**src/rtl/tone_gen_pkg.sv**
```systemverilog
// Shared constants for the multi-channel tone generator: note half-periods at a
// 50 MHz clock, note durations at 120 BPM, and a population-count helper.
package tone_gen_pkg;

    // Half-period in clocks = 50e6 / (2 * f_note), rounded to nearest.
    localparam logic [31:0] HP_C4 = 32'd95556;
    localparam logic [31:0] HP_D4 = 32'd85131;
    localparam logic [31:0] HP_E4 = 32'd75843;
    localparam logic [31:0] HP_F4 = 32'd71586;
    localparam logic [31:0] HP_G4 = 32'd63776;
    localparam logic [31:0] HP_A4 = 32'd56818;
    localparam logic [31:0] HP_B4 = 32'd50619;
    localparam logic [31:0] HP_C5 = 32'd47778;
    localparam logic [31:0] HP_D5 = 32'd42566;
    localparam logic [31:0] HP_E5 = 32'd37921;
    localparam logic [31:0] HP_F5 = 32'd35793;
    localparam logic [31:0] HP_G5 = 32'd31888;
    localparam logic [31:0] HP_A5 = 32'd28409;
    localparam logic [31:0] HP_B5 = 32'd25310;

    // One quarter note lasts 0.5 s at 120 BPM.
    localparam logic [31:0] DUR_WHOLE     = 32'd100000000;
    localparam logic [31:0] DUR_HALF      = 32'd50000000;
    localparam logic [31:0] DUR_QUARTER   = 32'd25000000;
    localparam logic [31:0] DUR_EIGHTH    = 32'd12500000;
    localparam logic [31:0] DUR_SIXTEENTH = 32'd6250000;

    function automatic logic [4:0] popcount16(input logic [15:0] v);
        logic [4:0] n;
        n = 5'd0;
        for (int i = 0; i < 16; i++) begin
            n = n + {4'd0, v[i]};
        end
        return n;
    endfunction

endpackage

```
**src/rtl/tone_ch.sv**
```systemverilog
// One tone channel: an active note (half-period counter, remaining duration)
// plus a single pending slot that is swapped in gaplessly when the note ends.
module tone_ch
    import tone_gen_pkg::*;
#(
    parameter int CNT_W = 32,
    parameter int DUR_W = 32
) (
    input  logic             sys_clk,
    input  logic             sys_rst_n,
    input  logic             i_load,
    input  logic             i_abort,
    input  logic [CNT_W-1:0] i_half_period,
    input  logic [DUR_W-1:0] i_duration,
    output logic             o_busy,
    output logic             o_pending,
    output logic             o_done,
    output logic             o_tone
);

    logic             r_busy, r_pend, r_done, r_tone;
    logic [CNT_W-1:0] r_half, r_cnt, r_p_half;
    logic [DUR_W-1:0] r_rem, r_p_dur;

    logic             w_busy_n, w_pend_n, w_done_n, w_tone_n;
    logic [CNT_W-1:0] w_half_n, w_cnt_n, w_p_half_n;
    logic [DUR_W-1:0] w_rem_n, w_p_dur_n;
    logic             w_end, w_wrap;

    // r_rem counts down the cycles still to play, so the last busy cycle has r_rem == 1.
    assign w_end  = r_busy && (r_rem == DUR_W'(1));
    assign w_wrap = (r_half != CNT_W'(0)) && (r_cnt == (r_half - CNT_W'(1)));

    // Next-state: abort beats everything, then note end (swap/reload/idle), then play.
    always_comb begin
        w_busy_n   = r_busy;
        w_pend_n   = r_pend;
        w_done_n   = 1'b0;
        w_tone_n   = r_tone;
        w_half_n   = r_half;
        w_cnt_n    = r_cnt;
        w_rem_n    = r_rem;
        w_p_half_n = r_p_half;
        w_p_dur_n  = r_p_dur;
        if (i_abort) begin
            w_busy_n = 1'b0;
            w_pend_n = 1'b0;
            w_tone_n = 1'b0;
            w_cnt_n  = CNT_W'(0);
            w_rem_n  = DUR_W'(0);
        end else if (w_end) begin
            w_done_n = 1'b1;
            w_tone_n = 1'b0;
            w_cnt_n  = CNT_W'(0);
            if (r_pend) begin
                w_pend_n = 1'b0;
                w_half_n = r_p_half;
                w_rem_n  = r_p_dur;
            end else if (i_load) begin
                w_half_n = i_half_period;
                w_rem_n  = i_duration;
            end else begin
                w_busy_n = 1'b0;
            end
        end else if (r_busy) begin
            w_rem_n = r_rem - DUR_W'(1);
            if (r_half == CNT_W'(0)) begin
                w_cnt_n  = CNT_W'(0);
                w_tone_n = 1'b0;
            end else if (w_wrap) begin
                w_cnt_n  = CNT_W'(0);
                w_tone_n = ~r_tone;
            end else begin
                w_cnt_n = r_cnt + CNT_W'(1);
            end
            if (i_load) begin
                w_pend_n   = 1'b1;
                w_p_half_n = i_half_period;
                w_p_dur_n  = i_duration;
            end else begin
                w_pend_n = r_pend;
            end
        end else if (i_load) begin
            w_busy_n = 1'b1;
            w_half_n = i_half_period;
            w_rem_n  = i_duration;
            w_cnt_n  = CNT_W'(0);
            w_tone_n = 1'b0;
        end else begin
            w_busy_n = r_busy;
        end
    end

    // Channel state register.
    always_ff @(posedge sys_clk or negedge sys_rst_n) begin
        if (!sys_rst_n) begin
            r_busy   <= 1'b0;
            r_pend   <= 1'b0;
            r_done   <= 1'b0;
            r_tone   <= 1'b0;
            r_half   <= CNT_W'(0);
            r_cnt    <= CNT_W'(0);
            r_p_half <= CNT_W'(0);
            r_rem    <= DUR_W'(0);
            r_p_dur  <= DUR_W'(0);
        end else begin
            r_busy   <= w_busy_n;
            r_pend   <= w_pend_n;
            r_done   <= w_done_n;
            r_tone   <= w_tone_n;
            r_half   <= w_half_n;
            r_cnt    <= w_cnt_n;
            r_p_half <= w_p_half_n;
            r_rem    <= w_rem_n;
            r_p_dur  <= w_p_dur_n;
        end
    end

    assign o_busy    = r_busy;
    assign o_pending = r_pend;
    assign o_done    = r_done;
    assign o_tone    = r_tone;

endmodule

```
**src/rtl/tone_gen_mc.sv**
```systemverilog
// Multi-channel square-wave tone generator: decodes note requests to channels,
// muxes per-channel readiness and sums the tone bits for a summing DAC.
module tone_gen_mc
    import tone_gen_pkg::*;
#(
    parameter int NUM_CH = 4,
    parameter int CNT_W  = 32,
    parameter int DUR_W  = 32,
    localparam int CH_W  = (NUM_CH > 1) ? $clog2(NUM_CH) : 1,
    localparam int MIX_W = $clog2(NUM_CH + 1)
) (
    input  logic              sys_clk,
    input  logic              sys_rst_n,
    input  logic              cfg_valid,
    output logic              cfg_ready,
    input  logic [CH_W-1:0]   cfg_ch,
    input  logic [CNT_W-1:0]  cfg_half_period,
    input  logic [DUR_W-1:0]  cfg_duration,
    output logic [NUM_CH-1:0] ch_busy,
    output logic [NUM_CH-1:0] note_done,
    output logic [NUM_CH-1:0] tone,
    output logic [MIX_W-1:0]  mix
);

    logic [NUM_CH-1:0] w_pend, w_load, w_abort;
    logic              w_ch_ok, w_is_abort, w_sel_pend, w_xfer;
    logic [MIX_W-1:0]  r_mix;

    assign w_ch_ok    = 32'(cfg_ch) < 32'(NUM_CH);
    assign w_is_abort = (cfg_duration == DUR_W'(0));

    // Pending flag of the addressed channel (0 for out-of-range channels).
    always_comb begin
        w_sel_pend = 1'b0;
        for (int i = 0; i < NUM_CH; i++) begin
            if (cfg_ch == CH_W'(i)) begin
                w_sel_pend = w_pend[i];
            end else begin
                w_sel_pend = w_sel_pend;
            end
        end
    end

    // Aborts and requests to nonexistent channels are always accepted.
    assign cfg_ready = (!w_ch_ok || w_is_abort) ? 1'b1 : !w_sel_pend;
    assign w_xfer    = cfg_valid && cfg_ready && w_ch_ok;

    for (genvar g = 0; g < NUM_CH; g++) begin : g_ch
        assign w_load[g]  = w_xfer && !w_is_abort && (cfg_ch == CH_W'(g));
        assign w_abort[g] = w_xfer &&  w_is_abort && (cfg_ch == CH_W'(g));

        tone_ch #(
            .CNT_W (CNT_W),
            .DUR_W (DUR_W)
        ) u_tone_ch (
            .sys_clk       (sys_clk),
            .sys_rst_n     (sys_rst_n),
            .i_load        (w_load[g]),
            .i_abort       (w_abort[g]),
            .i_half_period (cfg_half_period),
            .i_duration    (cfg_duration),
            .o_busy        (ch_busy[g]),
            .o_pending     (w_pend[g]),
            .o_done        (note_done[g]),
            .o_tone        (tone[g])
        );
    end

    // Registered mix level, one cycle behind the tone bits.
    always_ff @(posedge sys_clk or negedge sys_rst_n) begin
        if (!sys_rst_n) begin
            r_mix <= MIX_W'(0);
        end else begin
            r_mix <= MIX_W'(popcount16(16'(tone)));
        end
    end

    assign mix = r_mix;

endmodule

```
**config.mk**
```make
export PLATFORM = sky130hd
export DESIGN_NAME = tone_gen_mc
export DESIGN_NICKNAME = d
export VERILOG_FILES = /design/src/rtl/tone_gen_pkg.sv /design/src/rtl/tone_ch.sv /design/src/rtl/tone_gen_mc.sv
export SDC_FILE = /design/constraint.sdc
export NUM_CORES = 2
export LEC_CHECK = 0
export ABC_AREA = 1
export BUFFER_PORTS_ARGS = -buffer_cell sky130_fd_sc_hd__buf_2
export CELL_PAD_IN_SITES_DETAIL_PLACEMENT = 1
export CELL_PAD_IN_SITES_GLOBAL_PLACEMENT = 2
export CORE_MARGIN = 4
export CORE_UTILIZATION = 38
export CTS_CLUSTER_DIAMETER = 40
export CTS_CLUSTER_SIZE = 24
export DETAILED_ROUTE_END_ITERATION = 16
export GPL_TIMING_DRIVEN = 0
export MAX_ROUTING_LAYER = met4
export PLACE_DENSITY = 0.77
export SYNTH_ARGS = -nofsm -noshare
export SYNTH_HDL_FRONTEND = slang
export SYNTH_SLANG_ARGS = --single-unit
```
**constraint.sdc**
```tcl
create_clock -name sys_clk -period 2.6 [get_ports sys_clk]
set_input_delay 0.39 -clock sys_clk [delete_from_list [all_inputs] [get_ports sys_clk]]
set_output_delay 0.39 -clock sys_clk [all_outputs]
set_load 0.03 [all_outputs]
```
==> impl_metrics.csv <==
group,metric,value,unit
outcome,outcome,"finished clean",
worst_setup_path,r2r-start,"g_ch[3].u_tone_ch.r_rem[1]",
worst_setup_path,cp-start-kind,"primary input",
synth,synthCells,5167,
global_routing,grt_max_degree,112,
synth,synthTopCellsByArea,"dfrtp_1 (42%), nand2_1 (11%), o21ai_0 (6.6%)",
global_routing,grt_pass1_vias,39850,
sta,max_freq,385.9,MHz
finish,fillers,12520,
global_routing,grt_overflow,0,
global_routing,grt_pass1_wl,245700,um
synth,ys.flop_type,"dfrtp_1",
synth,yosys_warnings,0,
worst_setup_path,reg2reg_depth,13,
synth,ys_seq_area_share,42.14,%
routing,drcViolationCount,0,
power_and_ir_drop,power,0.04631,W
synth,synthArstFlopShare,100.0,%
power_and_ir_drop,sw_frac_of_total,35.97,%
global_routing,antenna_found_initial,12,
power_and_ir_drop,pwr-share-comb,23.9,%
routing,wirelength,163700,um
sta,final_hold_viol_count,0,
synth,synth_xor_area_share,6.779,%
sta,setup_viol,0,
power_and_ir_drop,power_density,974.0,mW/mm^2
power_and_ir_drop,power_frac_clock,38.7,%
synth,synth_top_family_by_area,"simple AND/OR/NAND/NOR gates",
worst_setup_path,criticalPathCategory,"in2reg",
min_path,holdPathStages,5,
worst_setup_path,cp.required,3220,ps
global_routing,grt_usage,30.84,%
finish,stdcell_count,6934,
worst_setup_path,cp-end-kind,"flop",
place,port_buffers,84,
clock_tree,clk_latency,750,ps
routing,num_vias,37760,
synth,synthDistinctLibCells,64,
synth,avgSynthCellArea,7.573,sq um
place,place_area,0.04144,sq mm
worst_setup_path,cp.arrival,3210,ps
floorplanning,dieHeight,328.9,um
run,maxCapViolCount,0,
sta,rsz0062_at_grt,"yes",
synth,synth_edf_count,0,
synth,synth-simple-area-share,23.54,%
floorplanning,rows,117,
power_and_ir_drop,p_leak,21.81,nW
synth,syn_nets,5259,
finish,final_util,46.59,%
worst_setup_path,cp_max_fo,10,
min_path,hold_path.class,"in2reg",
sta,fin_setup_tns,0,ps
floorplanning,core-area,0.1020,sq mm
synth,yosys-top-cells-count,"nand2_1 (1127), dfrtp_1 (659), inv_1 (540)",
floorplanning,start_util,38.35,%
worst_setup_path,r2r_slack,20,ps
sta,drv_slew,0,
finish,drive_gt1_share,15.01,%
synth,yosys.area.top_type,"dfrtp_1",
synth,synth_top_area_share,42.14,%
floorplanning,die_area,0.1082,sq mm
routing,wl_per_cell,23.61,um
synth,ys_seq_elements,659,
clock_tree,h-tree-depth,4,
sta,min_period,2592,ps
place,dp_hpwl,119500,um
sta,period_share,99.67,%
clock_tree,cts_tree,"done",
finish,nets,5539,
routing,avgViaCountPerCell,5.446,
synth,synth_compound_area_share,18.15,%
clock_tree,path_clk_slew,50,ps
floorplanning,num_io_pins,85,
place,gp_congestion,0.8988,
finish,final_cell_area,0.04754,sq mm
worst_setup_path,startpoint,"cfg_duration[30]",
routing,drtIter0Drc,2725,
floorplanning,die_x,328.9,um
power_and_ir_drop,vdd_drop_max,0.5976,mV
clock_tree,cts_buffers,136,
clock_tree,clk_path_buf_depth,3,
sta,max_slew.worst_pin.slew,750.1,ps
routing,ant_nets,0,
power_and_ir_drop,power.internal,0.02965,W
routing,first_pass_iters,5,
clock_tree,cts_root_buf,"clkbuf_16",
synth,syn-cell-area,0.03913,sq mm
synth,yosysMostFrequentCell,"nand2_1",
power_and_ir_drop,switchingPower,0.01666,W
finish,area_growth,21.49,%
synth,synth.area.mux_share,0.02558,%
place,dp_cells,6625,
clock_tree,cts.sinks,659,
power_and_ir_drop,p_seq_share,37.4,%
min_path,hp-start,"cfg_duration[17]",
sta,slew_headroom,49.99,%
sta,finClkSkew,31.78,ps
synth,synthAdderAreaFrac,0.7546,%
## final cells by class
type	count	area, sq um	area share, %
clock inverter	83	1003	2.111
multi-input combinational	3698	19930	41.93
antenna	9	22.52	0.04737
inverter	573	2206	4.640
tap	1368	1712	3.600
buffer	236	1451	3.053
timing repair buffer	143	1032	2.171
sequential	659	16500	34.72
clock buffer	165	3675	7.730
## path summary, 6_finish.rpt
kind	end
worst max register to register	g_ch[3].u_tone_ch.r_half[21]
worst min-delay path	g_ch[1].u_tone_ch.r_rem[17]
worst min register to register	g_ch[1].u_tone_ch.r_p_dur[21]
max in group asynchronous	g_ch[2].u_tone_ch.r_rem[23]
min in group asynchronous	g_ch[3].u_tone_ch.r_cnt[21]
worst max-delay path	g_ch[0].u_tone_ch.r_half[16]
## routing by layer
layer  up-vias  wire, um  track usage, %
met2       884     78980           51.25
li1      17710         -               -
met3       291      8213           4.779
met4         0      5930           10.80
met5         -         0               -
met1     18880     70570           38.31
## registers in the layout, indices dropped and copies added (netlist names)
name                      count
g_ch.u_tone_ch.r_p_half     128
g_ch.u_tone_ch.r_half       128
mix                           3
g_ch.u_tone_ch.o_tone         4
g_ch.u_tone_ch.r_p_dur      128
g_ch.u_tone_ch.o_pending      4
g_ch.u_tone_ch.o_busy         4
g_ch.u_tone_ch.r_cnt        128
g_ch.u_tone_ch.r_rem        128
g_ch.u_tone_ch.o_done         4
## through the flow
step | worst slack [ps] | hold slack [ps]
after floorplan | 457.6 | 94.41
after global placement | -14180 | 461.3
after detailed placement | -1108 | 438.1
after CTS | 0.007772 | 4.801
after global routing | -83.50 | 48.51
final | 8.453 | 44.47
## what timing repair did
item,4_1_cts,5_1_grt
cloned,0,1
buffers inserted,15,32
hold buffers,5,0
setup endpoints to repair,568,559
pin swaps,7,25
gates resized for setup,101,265
hold endpoints to repair,86,0
## power by group through the flow
| stage | clock network, W | registers (W) | logic (W) |
|---|---|---|---|
| finish | 0.0179 | 0.0173 | 0.0111 |
| global route | 0.0187 | 0.0178 | 0.0126 |
| CTS | 0.0182 | 0.0172 | 0.0108 |
| detailed placement | 0 | 0.0173 | 0.0106 |
| global placement | 0 | 0.0172 | 0.0102 |
| floorplan | 0 | 0.0160 | 0.00782 |
## placed cells by master, fill, tap and decap left out, types with 20 or more instances in the layout
cell type	instances
a211oi_1	23
a21oi_1	303
a22oi_1	124
a31oi_1	20
buf_2	137
buf_4	77
buf_6	23
clkbuf_1	77
clkbuf_16	138
clkbuf_2	33
clkbuf_4	26
clkinvlp_4	27
dfrtp_1	648
inv_1	520
inv_2	39
nand2_1	1111
nand2_2	25
nand3_1	196
nand3b_1	23
nand4_1	67
nor2_1	459
nor2_2	70
nor2_4	36
nor3_1	41
nor4_1	22
o211ai_1	21
o21ai_0	513
o21ai_1	117
o221ai_1	70
xnor2_1	78
xor2_1	212
## critical path, cell delays in order
cell and delay [ps]:
buf_2 190, clkinvlp_4 280, nand4_1 170, nor2_1 120, nand2_1 180, nor2_4 230, nand2_2 90, nor2_2 390
inv_2 260, nand2_2 240, o21bai_2 210, buf_2 320, a22oi_1 110
## cells by family (layout without fill, tap and decap cells)
group,count (synthesis),in the layout
AO/OA/AOI/OAI,1248,1248
XOR/XNOR,295,295
adder cells (fa/ha/maj),23,23
buffers and inverters,810,1200
flip-flops,659,659
multiplexers,1,1
other,0,9
AND/OR/NAND/NOR,2131,2131
Note: power is estimated with default switching activity, not from simulation.
